### src/rtl/hazard_ctrl.sv
// hazard_ctrl -- pipeline hazard controller for the 5-stage core (IF/ID/EX/DM/WB).
//
// Tracks the destinations of instructions in EX and DM, registers the EX-stage
// forwarding selects as an instruction moves from ID into EX, and produces
// load-use stalls and branch/jump flush controls.
//
// Build option: define HAZARD_WB_FWD_EN for full forwarding (DM->EX and WB->EX).
// When it is undefined, FORW_SRC_WB is never produced; an ID source that matches
// the DM slot stalls one cycle and relies on register-file write-before-read.
//
// Ports:
//   clk, rst                 core clock, synchronous active-high reset
//   id_valid                 ID holds a real instruction
//   id_rs1/id_rs2            source register indices
//   id_rs1_used/id_rs2_used  instruction reads that source
//   id_rd, id_reg_wen        destination index and write enable
//   id_is_load               instruction is a load
//   ex_redirect              taken branch/jump resolved in EX this cycle
//   forw_A_sel/forw_B_sel    registered forward selects for the instruction in EX
//   stall_if, stall_id       hold PC / hold IF/ID register
//   flush_id                 clear IF/ID register to NOP
//   bubble_ex                load NOP into ID/EX register on the next edge
//   stall_cnt, flush_cnt     saturating stall / flush cycle counters
module hazard_ctrl #(
  parameter int unsigned RF_AWIDTH = 5,
  parameter int unsigned CNT_WIDTH = 32
) (
  input  logic                 clk,
  input  logic                 rst,
  input  logic                 id_valid,
  input  logic [RF_AWIDTH-1:0] id_rs1,
  input  logic [RF_AWIDTH-1:0] id_rs2,
  input  logic                 id_rs1_used,
  input  logic                 id_rs2_used,
  input  logic [RF_AWIDTH-1:0] id_rd,
  input  logic                 id_reg_wen,
  input  logic                 id_is_load,
  input  logic                 ex_redirect,
  output logic [1:0]           forw_A_sel,
  output logic [1:0]           forw_B_sel,
  output logic                 stall_if,
  output logic                 stall_id,
  output logic                 flush_id,
  output logic                 bubble_ex,
  output logic [CNT_WIDTH-1:0] stall_cnt,
  output logic [CNT_WIDTH-1:0] flush_cnt
);

  // Encodings shared with CtrlCode.vh.
  typedef enum logic [1:0] {
    FORW_SRC_EX = 2'd0,
    FORW_SRC_DM = 2'd1,
    FORW_SRC_WB = 2'd2
  } forw_src_e;

  // Tracking slots. Each slot keeps "writes a non-zero rd" pre-reduced from
  // {valid, wen, rd!=0}, so a match is just wr && rd==src. The WB slot is not
  // stored: write-before-read makes a WB producer invisible to ID, and only the
  // EX slot's load flag ever matters.
  logic                 ex_wr, ex_load, dm_wr;
  logic [RF_AWIDTH-1:0] ex_rd, dm_rd;

  logic                 a_ex, a_dm, b_ex, b_dm;
  logic                 hz_a, hz_b, stall;
  logic [1:0]           sel_a, sel_b;

  // Returns {hazard, select} for one source; the EX-slot (youngest) producer wins.
  function automatic logic [2:0] resolve(input logic ex_m, input logic dm_m,
                                         input logic ex_is_load);
    logic       hz;
    logic [1:0] sel;
    hz  = 1'b0;
    sel = FORW_SRC_EX;
    if (ex_m) begin
      if (ex_is_load) hz  = 1'b1;
      else            sel = FORW_SRC_DM;
    end else if (dm_m) begin
`ifdef HAZARD_WB_FWD_EN
      sel = FORW_SRC_WB;
`else
      hz  = 1'b1;
`endif
    end
    return {hz, sel};
  endfunction

  always_comb begin
    a_ex = id_rs1_used && ex_wr && (ex_rd == id_rs1);
    a_dm = id_rs1_used && dm_wr && (dm_rd == id_rs1);
    b_ex = id_rs2_used && ex_wr && (ex_rd == id_rs2);
    b_dm = id_rs2_used && dm_wr && (dm_rd == id_rs2);
    {hz_a, sel_a} = resolve(a_ex, a_dm, ex_load);
    {hz_b, sel_b} = resolve(b_ex, b_dm, ex_load);

    // Redirect wins over any stall; everything is quiet while in reset.
    stall     = !rst && id_valid && (hz_a || hz_b) && !ex_redirect;
    stall_if  = stall;
    stall_id  = stall;
    flush_id  = !rst && ex_redirect;
    bubble_ex = stall || flush_id;
  end

  always_ff @(posedge clk) begin
    if (rst) begin
      ex_wr      <= 1'b0;
      ex_load    <= 1'b0;
      ex_rd      <= '0;
      dm_wr      <= 1'b0;
      dm_rd      <= '0;
      forw_A_sel <= FORW_SRC_EX;
      forw_B_sel <= FORW_SRC_EX;
      stall_cnt  <= '0;
      flush_cnt  <= '0;
    end else begin
      dm_wr <= ex_wr;
      dm_rd <= ex_rd;
      if (bubble_ex || !id_valid) begin
        ex_wr      <= 1'b0;
        ex_load    <= 1'b0;
        ex_rd      <= '0;
        forw_A_sel <= FORW_SRC_EX;
        forw_B_sel <= FORW_SRC_EX;
      end else begin
        ex_wr      <= id_reg_wen && (id_rd != '0);
        ex_load    <= id_is_load;
        ex_rd      <= id_rd;
        forw_A_sel <= sel_a;
        forw_B_sel <= sel_b;
      end
      if (stall_id && (stall_cnt != '1)) stall_cnt <= stall_cnt + CNT_WIDTH'(1);
      if (flush_id && (flush_cnt != '1)) flush_cnt <= flush_cnt + CNT_WIDTH'(1);
    end
  end

endmodule
### config.mk
export PLATFORM = sky130hd
export DESIGN_NAME = hazard_ctrl
export DESIGN_NICKNAME = d
export VERILOG_FILES = /design/src/rtl/hazard_ctrl.sv
export SDC_FILE = /design/constraint.sdc
export NUM_CORES = 1
export LEC_CHECK = 0
export ABC_AREA = 1
export BUFFER_PORTS_ARGS = -buffer_cell sky130_fd_sc_hd__buf_2
export CORE_UTILIZATION = 45
export DETAILED_ROUTE_END_ITERATION = 10
export GPL_ROUTABILITY_DRIVEN = 0
export MAX_ROUTING_LAYER = met4
export PLACE_DENSITY_LB_ADDON = 0.12
export SYNTH_ARGS = -nofsm -noshare
export SYNTH_HDL_FRONTEND = slang
export SYNTH_SLANG_ARGS = --single-unit
### constraint.sdc
create_clock -name clk -period 5.6 [get_ports clk]
set_input_delay 1.12 -clock clk [delete_from_list [all_inputs] [get_ports clk]]
set_output_delay 1.12 -clock clk [all_outputs]
set_load 0.005 [all_outputs]
After elaboration in Yosys (flattened, before gate mapping)
Cells that the tools add are included.
{ "totals": {"word_cells": 50, "in_bits": 23, "out_inout_bits": 72, "reg_bits": 81} }
{ "op_classes": {"reduce_logical": 25, "n_bitwise": 2, "n_addsub": 2, "n_eq_ne": 6, "n_mux": 6} }
{ "ops": {"columns": ["cell", "count"], "rows": [
  ["32-bit by 1-bit adder with 32-bit output (second input constant)", 2],
  ["32-bit != test (second input constant)", 2],
  ["5-bit equality test", 4],
  ["1-bit logical AND", 15],
  ["1-bit two-way mux", 6],
  ["3-bit OR reduction", 2],
  ["5-bit nonzero test", 1],
  ["1-bit logical NOT", 3],
  ["1-bit logical OR", 3],
  ["1-bit NOT", 2],
  ["2-bit OR reduction", 1]
]} }

Logic depth before layout (Yosys ltp)
{ "depth": {"ltp_word": 10, "depth_mapped": 15, "mapped_depth_nobuf": 13} }

Least setup slack after synthesis
Ideal clock, no wire load.
{ "synth_path": {"path_kind": "in2out", "from": "input id_rs2[3]", "to": "output stall_if", "n_path_buf": 2, "path_stages": 12, "arrival_time_ns": 2.261, "required_ns": 4.480, "path_slack_ns": 2.219, "path_cell_list": "inv_1 nand2_1 nand2_1 nor2_1 nand3_1 nand2_1 nand2_1 nand2_2 clkbuf_1 nand2_1 inv_1 buf_4"} }
{ "synth_between": {"elab_chain_len": 7, "word_cells_on_any_way": 9, "cone_classes": "2 x eq/ne; 2 x mux; 5 x reduce/logical"} }
{ "synth_rtl": {"columns": ["item", "line_no", "source"], "rows": [
  ["start, declared", "32", "input logic [RF_AWIDTH-1:0] id_rs2,"],
  ["5-bit equality test", "91", "b_dm = id_rs2_used && dm_wr && (dm_rd == id_rs2);"],
  ["1-bit logical AND", "91", null],
  ["1-bit two-way mux", "77", "end else if (dm_m) begin"],
  ["1-bit two-way mux *", "74", "if (ex_m) begin"],
  ["1-bit logical OR *", "96", "stall = !rst && id_valid && (hz_a || hz_b) && !ex_redirect;"],
  ["1-bit logical AND * (2 in series)", "96", null],
  ["end, declared", "41", "output logic stall_if,"]
]} }
Mark *: on every way between the ends. The rest lies on a longest branch, timed or not.

Worst setup path in the final report
{ "layout_path": {"from": "input id_rs1[1]", "to": "output stall_id"} }
{ "layout_between": {"elab_chain_len": 7, "word_cells_on_any_way": 9, "cone_classes": "2 x eq/ne; 2 x mux; 5 x reduce/logical"} }
{ "layout_rtl": {"columns": ["item", "line_no", "source"], "rows": [
  ["start, declared", "31", "input logic [RF_AWIDTH-1:0] id_rs1,"],
  ["5-bit equality test", "89", "a_dm = id_rs1_used && dm_wr && (dm_rd == id_rs1);"],
  ["1-bit logical AND", "89", null],
  ["1-bit two-way mux", "77", null],
  ["1-bit two-way mux *", "74", null],
  ["1-bit logical OR *", "96", null],
  ["1-bit logical AND * (2 in series)", "96", null],
  ["end, declared", "42", "output logic stall_id,"]
]} }
Marked as above.

==> summary.txt <==
Run status
  – Status: finished, final reports clean

Global route
  – Initial antenna violation count: 0
  – Largest net degree at the start of global routing: 49
  – Vias in the first global route: 4534
  – GR Overflow Total: 0
  – GR Util All Layers: 0.241
  – First-pass GRT wire length: 21300 µm

Critical path
  – Cell repeated most along the worst path: nand2_1
  – Worst EP required: 4480 ps
  – Critical path data arrival time: 2400 ps
  – Largest fanout on the critical path: 18
  – Critical-path top delay cell: nand2_2
  – Crit end category: output port
  – Crit path largest cell delay: 300 ps
  – CP Cell Sequence: buf_2 -> inv_1 -> nand2_1 -> nand2_1 -> nor2_1 -> nand3_1 -> nand2_1 -> nand2_1 -> nand2_2 -> nand2_1 -> inv_1 -> buf_2
  – Path type of the worst setup path: input port to output port
  – CP Launch Type: input port

Floorplan
  – Die ar.: 0.0114 mm²
  – Ports: 95
  – Die X-Extent: 107 µm
  – FP Rows: 37
  – Initial core utilization: 0.471
  – Die H: 107 µm
  – Core box area: 0.0105 mm²

Finish
  – Finished Cell Area: 0.00564 mm²
  – # diodes: 0
  – Commonest non-fill, non-tap cell in the layout: nand2_1
  – Share of cells above drive strength 1: 0.132
  – Final Core Density: 0.539
  – Fin nets: 946
  – Area growth syn-to-layout: 14.4%
  – Most frequent cells in the layout: nand2_1, nor2_1, inv_1

CTS
  – Cts bufs inserted: 9
  – Worst-path clk slew: 80 ps
  – Max clock buf depth: 2
  – Clock sink total: 79
  – Clock latency reported for the late side of the worst-skew pair: 370 ps
  – # Post-CTS Setup Buffers: 0
  – H-tree level count: 3
  – CTS tree: done
  – Post-CTS sizing: 0
  – Root Driver: clkbuf_8
  – Hold_buf cts: 0

Timing
  – Slew Viols, Final: 0
  – Final worst path period share: 0.629
  – FMAX: 284 MHz
  – RSZ-0062 raised after global routing: no
  – Final hold violation count: 0
  – Setup TNS: 0 ps
  – Worst Clk Skew: 12.2 ps
  – Worst Tran Pin Value: 911 ps
  – Final setup viols: 0
  – Max_slew headroom: 0.392
  – Minimum clock period after layout: 3520 ps

Synth
  – Post-synth top area cell: dfxtp_1
  – Synthesized flop and latch total: 79
  – Post-synthesis area per instance: 5.89 µm²
  – Post-Syn Area: 0.00493 mm²
  – Synth unique cells: 29
  – Yosys top cell area share: 0.321
  – Mapped Cells: 837
  – Top cells by area, synth: dfxtp_1, nand2_1, nor2_1
  – Warnings from Yosys: 0
  – Register area share after synthesis: 0.321

Pwr
  – Max VDD drop: 0.000128 V
  – PwrDens: 185 mW/mm²
  – Leak Pwr: 2.69 nW

Placement
  – HPWL Detailed: 9300 µm
  – I/O Buffers: 92
  – Dpl cell area: 0.00545 mm²

Drt
  – Drc violations: 0
  – Avg WL per Cell: 11.8 µm
  – Antenna Violating Nets Remaining: 0
  – Iter 0 DRT Violations: 303
  – DRT Pass-1 Iters: 5
  – Via count: 5071
  – Vias per cell: 4.78
  – WL final: 12600 µm

Worst hold path
  – Hold crit path type: register to register

Run
  – Max_cap viols: 0
[path summary, 6_finish.rpt]
kind / startpoint / end / slack (ps) / cells past startpoint
setup / recovery: id_rs1[1] / stall_id / 2080 / 12
hold / removal: ex_wr / dm_wr / 450 / 2
setup reg to reg: stall_cnt[0] / stall_cnt[26] / 2980 / 10
hold reg to reg: ex_wr / dm_wr / 450 / 2
[cells in the mapped netlist, drive strengths merged]
| cell | instances |
|---|---|
| nand2 | 304 |
| nor2 | 158 |
| inv | 110 |
| dfxtp | 79 |
| nand3 | 39 |
| a21oi | 29 |
| nand4 | 27 |
| xor2 | 27 |
| buf | 14 |
| nor3 | 14 |
| xnor2 | 12 |
| clkbuf | 9 |
| o21ai | 8 |
| ha | 2 |
| and2 | 1 |
| and3 | 1 |
| clkinv | 1 |
| conb | 1 |
| o21bai | 1 |
[layer usage]
metal	global-route usage	vias to the layer above	wire [µm]
li1	-	2711	-
met1	0.314	2207	6100
met2	0.380	136	5600
met3	0.0438	17	674
met4	0.0724	0	193
met5	-	-	0
[logic make-up after synthesis]
group / count (synthesis) / synth area share
AO/OA/AOI/OAI: 38 / 0.0398
AND/OR/NAND/NOR: 544 / 0.452
flip-flops: 79 / 0.321
buffers and inverters: 134 / 0.112
adder cells (fa/ha/maj): 2 / 0.00507
XOR/XNOR: 39 / 0.0693
other: 1 / 0.000760
[flip-flops by register name (all words and copies together) (netlist names)]
register / flops
flush_cnt: 32
stall_cnt: 32
dm_rd: 5
ex_rd: 5
dm_wr: 1
ex_load: 1
ex_wr: 1
forw_A_sel: 1
forw_B_sel: 1
[cell type report]
class	count	area, µm²
Clock buffer	9	124
Sequential cell	79	1580
Fill cell	1144	4820
Tap cell	136	170
Timing Repair Buffer	95	483
Multi-Input combinational cell	625	2800
Inverter	111	417
Clock inverter	6	62.6
[critical path: cells and delay by family]
kind / cells / cell delay, ps
AND/OR/NAND/NOR: 8 / 940
buffers and inverters: 4 / 340
[report_power, final]
group	switching [mW]	internal, mW
combinational	0.0376	0.0176
clock	0.220	0.203
sequential	0.00299	0.565
total	0.260	0.785
[per-stage QoR]
stage / hold WS (ps) / worst slack [ps] / cells / total power, mW
floorplan: 416 / 2220 / 838 / 0.616
global placement: 430 / 2130 / 1046 / 0.636
detailed placement: 438 / 2120 / 1046 / 0.636
CTS: 452 / 2110 / 1061 / 1.06
global route: 501 / 1860 / 1061 / 1.09
finish: 453 / 2080 / 1061 / 1.05
No activity file was read; power rests on OpenSTA's default activity.
